**config.mk**
```make
export PLATFORM = sky130hd
export DESIGN_NAME = simple_ds_adc
export DESIGN_NICKNAME = d
export VERILOG_FILES = /design/src/rtl/simple_ds_adc.sv
export SDC_FILE = /design/constraint.sdc
export NUM_CORES = 1
export LEC_CHECK = 0
export BUFFER_PORTS_ARGS = -buffer_cell sky130_fd_sc_hd__buf_2
export CELL_PAD_IN_SITES_DETAIL_PLACEMENT = 0
export CELL_PAD_IN_SITES_GLOBAL_PLACEMENT = 2
export CORE_MARGIN = 5
export CORE_UTILIZATION = 30
export CTS_BUF_LIST = sky130_fd_sc_hd__clkbuf_8
export CTS_CLUSTER_DIAMETER = 60
export DETAILED_ROUTE_END_ITERATION = 12
export HOLD_SLACK_MARGIN = 0.03
export PLACE_DENSITY = 0.68
export SYNTH_ARGS = -nofsm -noshare
export SYNTH_HDL_FRONTEND = slang
export SYNTH_SLANG_ARGS = --single-unit
```
**constraint.sdc**
```tcl
create_clock -name clk -period 3.4 [get_ports clk]
set_input_delay 0.68 -clock clk [delete_from_list [all_inputs] [get_ports clk]]
set_output_delay 0.68 -clock clk [all_outputs]
set_load 0.01 [all_outputs]
```
**src/rtl/simple_ds_adc.sv**
```systemverilog
// Delta-sigma ADC front-end: comparator synchronizer/feedback plus a sinc^2 CIC
// decimator producing unsigned PCM samples with a one-cycle valid strobe.
module simple_ds_adc #(
  parameter int width      = 16,
  parameter int decim_log2 = 8
) (
  input  logic             clk,
  input  logic             rst,
  input  logic             bit_in,
  output logic             fb_out,
  output logic [width-1:0] sample,
  output logic             sample_valid
);

  localparam int W  = 2 * decim_log2 + 1;
  localparam int SH = 2 * decim_log2 - width;

  logic                  s1_q, s1_d, s2_q, s2_d;
  logic [W-1:0]          i1_q, i1_d, i2_q, i2_d;
  logic [W-1:0]          i2_prev_q, i2_prev_d, d1_q, d1_d, d1_prev_q, d1_prev_d;
  logic [decim_log2-1:0] dec_cnt_q, dec_cnt_d;
  logic [1:0]            warm_q, warm_d;
  logic                  stage2_q, stage2_d;
  logic [width-1:0]      sample_q, sample_d;
  logic                  valid_q, valid_d;

  logic                    tick;
  logic [W-1:0]            r;
  logic [2*decim_log2-1:0] r_sat;

  always_comb begin
    s1_d      = bit_in;
    s2_d      = s1_q;
    i1_d      = i1_q + {{(W-1){1'b0}}, s2_q};
    i2_d      = i2_q + i1_q;
    dec_cnt_d = dec_cnt_q + 1'b1;
    i2_prev_d = i2_prev_q;
    d1_d      = d1_q;
    d1_prev_d = d1_prev_q;
    warm_d    = warm_q;
    sample_d  = sample_q;
    valid_d   = 1'b0;
    r         = d1_q - d1_prev_q;
    // r can only reach R^2 (top bit set), which clamps to all ones
    r_sat     = r[W-1] ? '1 : r[2*decim_log2-1:0];

    tick     = (dec_cnt_q == {decim_log2{1'b1}});
    stage2_d = tick;

    if (tick) begin
      d1_d      = i2_q - i2_prev_q;
      i2_prev_d = i2_q;
      warm_d    = (warm_q == 2'd3) ? 2'd3 : warm_q + 2'd1;
    end

    // warm_q reaches 3 only from the third tick onward
    if (stage2_q) begin
      d1_prev_d = d1_q;
      sample_d  = width'(r_sat >> SH);
      valid_d   = (warm_q == 2'd3);
    end
  end

  always_ff @(posedge clk) begin
    if (rst) begin
      s1_q      <= 1'b0;
      s2_q      <= 1'b0;
      i1_q      <= '0;
      i2_q      <= '0;
      i2_prev_q <= '0;
      d1_q      <= '0;
      d1_prev_q <= '0;
      dec_cnt_q <= '0;
      warm_q    <= '0;
      stage2_q  <= 1'b0;
      sample_q  <= '0;
      valid_q   <= 1'b0;
    end else begin
      s1_q      <= s1_d;
      s2_q      <= s2_d;
      i1_q      <= i1_d;
      i2_q      <= i2_d;
      i2_prev_q <= i2_prev_d;
      d1_q      <= d1_d;
      d1_prev_q <= d1_prev_d;
      dec_cnt_q <= dec_cnt_d;
      warm_q    <= warm_d;
      stage2_q  <= stage2_d;
      sample_q  <= sample_d;
      valid_q   <= valid_d;
    end
  end

  assign fb_out       = s2_q;
  assign sample       = sample_q;
  assign sample_valid = valid_q;

endmodule

```
== Yosys cells after proc, flatten, opt, wreduce, memory -nomap -nowiden ==
Cells that the tools add are included.

* Logic and storage cells: 24
* Input port bits: 3
* Register bits after elaboration: 115

* Reductions and logical operators: 1
* Bitwise gates (word level): 1
* Muxes and demuxes: 2
* Equal/unequal tests: 2
* Add/sub/neg operators: 6

{| class="wikitable"
|+ Operators by type and width
! kind !! count
|-
| 17-bit subtractor || 2
|-
| 17-bit by 1-bit adder with 17-bit output || 1
|-
| 17-bit adder || 1
|-
| 16-bit two-way mux || 1
|-
| 8-bit by 1-bit adder with 8-bit output (second input constant) || 1
|-
| 8-bit == test (second input constant) || 1
|-
| 2-bit by 1-bit adder with 2-bit output (second input constant) || 1
|-
| 2-bit == test (second input constant) || 1
|-
| 2-bit two-way mux || 1
|-
| 2-bit OR reduction || 1
|-
| 1-bit NOT || 1
|}

== Longest topological paths before layout ==
Gate-level depths: netlist (run 1).

* Depth after elaboration: 2
* Depth in mapped cells: 10
* Mapped depth without buffers: 9

== Least setup slack after synthesis (run 1) ==
Ideal clock, no wire load.

* Path type: register -> register
* Start: register d1_q[0]
* End: register sample_q[10], in the netlist sample[10]
* Clock period less this slack: 2480 ps
* Setup slack: 920 ps
* Cell stages (with the launch flop): 11
* Buffers on the path: 1
* Library setup time: 136 ps
* Arrival: 2345 ps
* Cell sequence: dfxtp_1 > inv_1 > ha_1 > fa_1 > nand2b_1 > a211oi_2 > o31ai_2 > or3_1 > a41oi_4 > buf_6 > a211oi_1

* Longest elaborated chain between the ends: 2

{| class="wikitable"
|+ RTL lines
! what !! RTL line !! source
|-
| start, declared || 20 || <nowiki>logic [W-1:0] i2_prev_q, i2_prev_d, d1_q, d1_d, d1_prev_q, d1_prev_d;</nowiki>
|-
| start signal, assigned || 71 || <nowiki>d1_q <= '0;</nowiki>
|-
| start signal, assigned || 84 || <nowiki>d1_q <= d1_d;</nowiki>
|-
| 17-bit subtractor || 43 || <nowiki>r = d1_q - d1_prev_q;</nowiki>
|-
| 16-bit two-way mux || 45 || <nowiki>r_sat = r[W-1] ? '1 : r[2*decim_log2-1:0];</nowiki>
|-
| end signal, assigned || 89 || <nowiki>sample_q <= sample_d;</nowiki>
|-
| end, declared || 24 || <nowiki>logic [width-1:0] sample_q, sample_d;</nowiki>
|}

No other way between the ends.
A chain may end at the register's enable or synchronous reset.

== Final worst setup path (run 1) ==
* Start: register d1_q[0]
* End: register sample_q[15], in the netlist sample[15]

The elaborated chain is that of the path after synthesis.

==> metrics.yaml, run 1 <==
status:
  status: "completed"
sta:
  post-route-min-period_ps: 2850
  clock.fmax_mhz: 351
  skew_ps: 13.6
  tightest_slew_ps: 725
  relSlewSlack: 0.514
  finalHoldViolCount: 0
  slew_violations: 0
  setup_viol: 0
  worst_slack_ps: 553
  fin_crit_sh: 0.837
  rsz0062_at_grt: "no"
  setup_tns_ps: 0
job:
  cap_violations: 0
placement:
  pre_cts_slack_ps: 535
  place.gp.congestion: 0.828
  hpwl_um: 9970
  port_buffers: 20
drt:
  firstDrtPassIters: 4
  drc_errors: 0
  wl_per_cell_um: 12.7
  final_antenna_net_count: 0
  wl_um: 13500
  wl_met3_um: 421
  vias: 5076
  drt-initial-drc-count: 193
  dr.max_layer_used: "met4"
  drt-vias-per-instance: 4.77
  wl_met2_um: 6180
  wl_met1_um: 6590
power:
  peakVddDrop_mv: 0.191
  switching_share: 0.250
  internal_power_uw: 1990
  switchingPower_uw: 663
  power_density_nw_per_um2: 372
  pwr-share-seq: 0.517
  total_leakage_power_uw: 0.00276
  p_clk_frac: 0.440
  p_comb_frac: 0.043
clock_network:
  ctsResizeCount: 0
  hold_buffers: 0
  clockBufferDepth: 2
  clk_pin_slew_ps: 80
  cts_buffers: 17
  cts_tree: "built"
  cts_setup_buffers: 0
  cts_sinks: 115
  cts.htree.levels: 4
  clk_latency_ps: 440
  root_buffer: "clkbuf_8"
global_routing:
  grt_usage: 0.116
  grt_max_degree: 41
  grt_pass1_vias: 4882
  grt.overflow.total: 0
  grt_pass1_wl_um: 23300
  grt_antenna_before_repair: 0
synth:
  yosysUniqueCellTypes: 64
  syn_area_um2: 6380
  yosysWarnings: 0
  yosysSeqAreaShare: 0.361
  ys_ff_latch: 115
  synthCells: 758
  synth_enable_flop_cells: 0
  synth_ff_type: "dfxtp_1"
  synth_fp_nets: 815
  syn_avg_cell_area_um2: 8.42
  async_reset_ff_frac: 0
setup_path:
  crit_arrival_ps: 3140
  cp.required_ps: 3690
  cp_slowest_cell: "a41oi_4"
  start_kind: "register"
  crit_fanout: 16
  path_class: "register to register"
  path_cells: "inv_1, ha_1, fa_1, nand2b_1, a211oi_2, o31ai_2, or3_1, a41oi_4, a311oi_1"
  cp-end-kind: "register"
  cpLargestDelayFamily: "compound AO/OA/AOI/OAI gates"
  critPathMaxStageDelay_ps: 500
  reg2reg_setup_slack_ps: 550
  cp_num_buf_inv: 1
finish:
  drive_gt1_frac: 0.0949
  nNetsFinal: 835
  num_antenna_cells: 0
  area_growth_pct: 11.8
floorplan:
  die_h_um: 156
  fp.coreArea_um2: 21000
  io_pins: 21
  rows: 53
  initial_utilization: 0.305
  die_x_um: 156
  die-area_um2: 24300
hold_path:
  hold_class: "register to register"
-- cell usage after synthesis (all sizes together) (17+ instances only) --
| cell | instances | area [um2] |
|---|---|---|
| a211oi | 26 | 210 |
| clkbuf | 18 | 67.6 |
| a21oi | 64 | 320 |
| xnor2 | 18 | 158 |
| ha | 51 | 638 |
| o21ai | 32 | 160 |
| xor2 | 21 | 184 |
| dfxtp | 115 | 2300 |
| nor2 | 91 | 342 |
| nand2 | 72 | 273 |
| nor3 | 17 | 96.4 |
| mux2i | 18 | 180 |
| inv | 48 | 180 |
| nand3 | 19 | 105 |
-- cell type report --
type                            count  area (um2)
Tap cell                          275         344
Sequential cell                   115        2300
Clock buffer                       18         248
Clock inverter                     13         113
Fill cell                        2265       13800
Multi-Input combinational cell    570        3800
Inverter                           48         180
Timing Repair Buffer               26         148
-- worst paths after layout --
| kind | from | to | cells after the start |
|---|---|---|---|
| max | d1_q[0] | sample[15] | 9 |
| min | s1_q | fb_out | 1 |
| min reg2reg | s1_q | fb_out | 1 |
| max reg2reg | d1_q[0] | sample[15] | 9 |
-- power groups by stage --
stage | combinational [uW] | sequential (uW) | clock (uW)
global route | 131 | 1370 | 1280
finish | 114 | 1370 | 1170
CTS | 116 | 1370 | 1230
global placement | 113 | 1400 | 0
detailed placement | 116 | 1400 | 0
floorplan | 88.3 | 1400 | 0
-- worst reg2reg max path, cell delays in order (launching register included) --
cell and delay (ps):
dfxtp_1 350, inv_1 60, ha_1 220, fa_1 410, nand2b_1 210, a211oi_2 290, o31ai_2 140, or3_1 360
a41oi_4 500, a311oi_1 150
-- routing by layer --
layer,GRT usage,up-vias
met2,0.190,55
met4,0.0475,0
met1,0.145,2269
met5,0,-
li1,-,2729
met3,0.0327,23
-- per-stage QoR --
stage | area, um2 | hold WS, ps | utilization | instances | total power [uW]
4_1_cts | 7130 | 408 | 0.340 | 1065 | 2710
6_report | 7130 | 448 | 0.340 | 1065 | 2650
3_5_place_dp | 6770 | 437 | 0.323 | 1034 | 1520
5_1_grt | 7130 | 400 | 0.340 | 1065 | 2780
3_3_place_gp | 6770 | 417 | 0.323 | 1034 | 1510
2_1_floorplan | 6380 | 414 | - | 758 | 1490
-- cells by family (layout without fill, tap and decap cells) --
family | count (synthesis) | after routing | synth area share
AND/OR/NAND/NOR | 266 | 266 | 0.200
AO/OA/AOI/OAI | 191 | 191 | 0.200
XOR/XNOR | 39 | 39 | 0.0535
flip-flops | 115 | 115 | 0.361
adder cells (fa/ha/maj) | 54 | 54 | 0.109
multiplexers | 20 | 20 | 0.0318
buffers and inverters | 73 | 105 | 0.0441
-- cells in the final DEF (no fill, tap or decap), types with 19 or more instances in the layout --
| master | n |
|---|---|
| dfxtp_1 | 115 |
| nor2_1 | 91 |
| nand2_1 | 71 |
| a21oi_1 | 64 |
| ha_1 | 51 |
| inv_1 | 48 |
| o21ai_0 | 31 |
| a211oi_1 | 23 |
| xor2_1 | 21 |
| buf_2 | 19 |
-- sequential cells by signal (all words and copies together), names as in the netlist --
signal,flops
i2_q,17
i2_prev_q,17
d1_q,17
dec_cnt_q,8
fb_out,1
i1_q,17
sample_valid,1
sample,16
s1_q,1
d1_prev_q,17
warm_q,2
stage2_q,1
Note: power is estimated with default switching activity, not from simulation.
==> run 2, diff against run 1 <==
--- a/config.mk
+++ b/config.mk
@@ -5,6 +5,7 @@
 export SDC_FILE = /design/constraint.sdc
 export NUM_CORES = 1
 export LEC_CHECK = 0
+export ABC_AREA = 1
 export BUFFER_PORTS_ARGS = -buffer_cell sky130_fd_sc_hd__buf_2
 export CELL_PAD_IN_SITES_DETAIL_PLACEMENT = 0
 export CELL_PAD_IN_SITES_GLOBAL_PLACEMENT = 2
@@ -14,7 +15,7 @@
 export CTS_CLUSTER_DIAMETER = 60
 export DETAILED_ROUTE_END_ITERATION = 12
 export HOLD_SLACK_MARGIN = 0.03
-export PLACE_DENSITY = 0.68
+export PLACE_DENSITY = 0.73
 export SYNTH_ARGS = -nofsm -noshare
 export SYNTH_HDL_FRONTEND = slang
 export SYNTH_SLANG_ARGS = --single-unit
==> constraint.sdc (replaced) <==
create_clock -name clk -period 2.64 [get_ports clk]
set_input_delay 0.528 -clock clk [delete_from_list [all_inputs] [get_ports clk]]
set_output_delay 0.528 -clock clk [all_outputs]
set_load 0.01 [all_outputs]
==> run 2 against run 1 <==
  * Register-to-register slack worse by 40 ps
  * Clock power is 50% higher
  * Clock-buffer cell count rose by 1
  * Global-route usage increased by 2.1 points
  * Cell count increased by 28%
  * Via count grew 19%
  * Routed wire length is 25% higher
  * Critical path type unchanged
  * Critical endpoint is now sample[8]
==> metrics.yaml, run 2 <==
synth:
  yosys.area_share.simple: 0.286  # was 0.200
  synth_common_cells: "nand2_1 (239), inv_1 (166), nor2_1 (146), dfxtp_1 (115), a21oi_1 (91)"  # was dfxtp_1 (115), nor2_1 (91), nand2_1 (71), a21oi_1 (64), ha_1 (51)
  synth_fp_nets: 1100  # was 815
  yosysWarnings: 0  # unchanged
  async_reset_ff_frac: 0  # unchanged
  syn_area_um2: 6820  # was 6380 um2
  synthCells: 1043  # was 758
  yosysMostFrequentCell: "nand2_1"  # was dfxtp_1
  synth_top_family_by_area: "simple AND/OR/NAND/NOR gates"  # unchanged
  synth_enable_flop_cells: 0  # unchanged
  synthTopCellsByArea: "dfxtp_1 (34%), nand2_1 (13%), ha_1 (9.4%)"  # was dfxtp_1 (36%), ha_1 (10%), nor2_1 (5.4%)
  synth_largest_area_cell: "dfxtp_1"  # unchanged
  synth_ff_type: "dfxtp_1"  # unchanged
  synth_top_area_frac: 0.337  # was 0.361
  yosysSeqAreaShare: 0.337  # was 0.361
  syn_avg_cell_area_um2: 6.54  # was 8.42 um2
  synth_mux_area_frac: 0  # was 0.0318
  yosysUniqueCellTypes: 34  # was 64
  yosys.area_share.adder: 0.102  # was 0.109
  synth_compound_area_frac: 0.139  # was 0.200
  synth_xor_area_frac: 0.0244  # was 0.0535
  ys_ff_latch: 115  # unchanged
global_routing:
  grt_pass1_wl_um: 28900  # was 23300 um
  grt.overflow.total: 0  # unchanged
  grt_max_degree: 40  # was 41
  grt_usage: 0.137  # was 0.116
  grt_pass1_vias: 5876  # was 4882
  grt_antenna_before_repair: 0  # unchanged
sta:
  setup_viol: 0  # unchanged
  hold-worst-slack_ps: 287  # was 448 ps
  rsz0062_at_grt: "no"  # unchanged
  clock.fmax_mhz: 471  # was 351 MHz
  finalHoldViolCount: 0  # unchanged
  slew_violations: 0  # unchanged
  setup_tns_ps: 0  # unchanged
  post-route-min-period_ps: 2120  # was 2850 ps
  tightest_slew_ps: 787  # was 725 ps
  relSlewSlack: 0.475  # was 0.514
  fin_crit_sh: 0.804  # was 0.837
  skew_ps: 14.4  # was 13.6 ps
finish:
  mostFrequentLayoutCell: "nand2_1"  # was dfxtp_1
  final_cell_mix: "nand2_1 (239), inv_1 (165), nor2_1 (146)"  # was dfxtp_1 (115), nor2_1 (91), nand2_1 (71)
  nNetsFinal: 1118  # was 835
  drive_gt1_frac: 0.0605  # was 0.0949
  fin_cells: 1359  # was 1065
  nFillCells: 2518  # was 2265
  final_cell_area_um2: 7620  # was 7130 um2
  num_antenna_cells: 0  # unchanged
  area_growth_pct: 11.8  # about the same
clock_network:
  cts_sinks: 115  # unchanged
  cts.htree.levels: 4  # unchanged
  clk_latency_ps: 440  # about the same
  clk_pin_slew_ps: 80  # about the same
  cts_setup_buffers: 0  # unchanged
  cts_buffers: 17  # unchanged
  clockBufferDepth: 2  # unchanged
  cts_tree: "built"  # unchanged
  hold_buffers: 0  # unchanged
  root_buffer: "clkbuf_8"  # unchanged
  ctsResizeCount: 0  # unchanged
status:
  status: "completed"  # unchanged
placement:
  port_buffers: 20  # unchanged
  place.gp.congestion: 0.770  # was 0.828
  place_inst: 1327  # was 1034
  hpwl_um: 13000  # was 9970 um
  dpl-instance-area_um2: 7200  # was 6770 um2
setup_path:
  crit_fanout: 5  # was 16
  crit_arrival_ps: 2440  # was 3140 ps
  cp-end-kind: "register"  # unchanged
  start_kind: "register"  # unchanged
  cp.required_ps: 2960  # was 3690 ps
  path_class: "register to register"  # unchanged
power:
  power_density_nw_per_um2: 470  # was 372 nW/um2
  total_leakage_power_uw: 0.00379  # was 0.00276 uW
  design_power_total_uw: 3580  # was 2650 uW
  peakVddDrop_mv: 0.285  # was 0.191 mV
job:
  cap_violations: 0  # unchanged
floorplan:
  fp.coreArea_um2: 22500  # was 21000 um2
  die_x_um: 161  # was 156 um
  die-area_um2: 25900  # was 24300 um2
  rows: 55  # was 53
  initial_utilization: 0.303  # was 0.305
  io_pins: 21  # unchanged
  die_h_um: 161  # was 156 um
drt:
  firstDrtPassIters: 4  # unchanged
  final_antenna_net_count: 0  # unchanged
  wl_um: 16900  # was 13500 um
  vias: 6025  # was 5076
  wl_per_cell_um: 12.4  # was 12.7 um
  drc_errors: 0  # unchanged
  drt-initial-drc-count: 321  # was 193
  drt-vias-per-instance: 4.43  # was 4.77
hold_path:
  hold_class: "input port to register"  # was register to register
## run 2: area by class of cell
class / instances / area [um2] / share of cell area
Tap cell: 285 / 357 / 0.0468
Multi-Input combinational cell: 735 / 3770 / 0.494
Timing Repair Buffer: 25 / 150 / 0.0197
Clock buffer: 19 / 262 / 0.0343
Clock inverter: 13 / 159 / 0.0208
Inverter: 167 / 627 / 0.0822
Sequential cell: 115 / 2300 / 0.302
## run 2: worst max-delay path: stages, from the launching register on
cell     delay (ps)
dfxtp_1         330
inv_1            60
ha_1            220
fa_1            400
inv_1           100
nand2_1          50
nand2_1         100
nand3_1          70
nand2_1         100
nand2_1          90
nand3_1         100
nand3_1         180
nor2_1          150
nor2_1           50
## run 2: final timing paths
kind,startpoint,endpoint,slack [ps],depth (start not counted)
worst max-delay path,d1_q[0],sample[8],520,13
worst min-delay path,bit_in,s1_q,290,3
worst max register to register,d1_q[0],sample[8],520,13
worst min register to register,s1_q,fb_out,410,2
## run 2: through the flow
stage / setup slack [ps] / util
after floorplan: 746 / -
final: 518 / 0.339
after global routing: 219 / 0.339
after global placement: 516 / 0.320
after CTS: 476 / 0.339
after detailed placement: 484 / 0.320
## run 2: routing by layer
metal / share of wire / vias up / global-route usage
met5: 0 / - / 0
met3: 0.021 / 17 / 0.0308
li1: - / 3359 / -
met2: 0.51 / 53 / 0.254
met4: 0.014 / 0 / 0.0399
met1: 0.45 / 2596 / 0.157
## run 2: kinds of logic (layout without fill, tap and decap cells)
family / Yosys count / count (layout)
simple gates: 480 / 480
buf+inv: 193 / 224
compound gates: 182 / 182
flops: 115 / 115
fa+ha+maj: 54 / 54
xor+xnor: 19 / 19
## run 2: power by group
group / total (uW) / switching, uW / internal (uW)
combinational: 74.4 / 52.1 / 22.3
sequential: 1750 / 5.25 / 1740
clock: 1760 / 782 / 980
total: 3580 / 839 / 2740
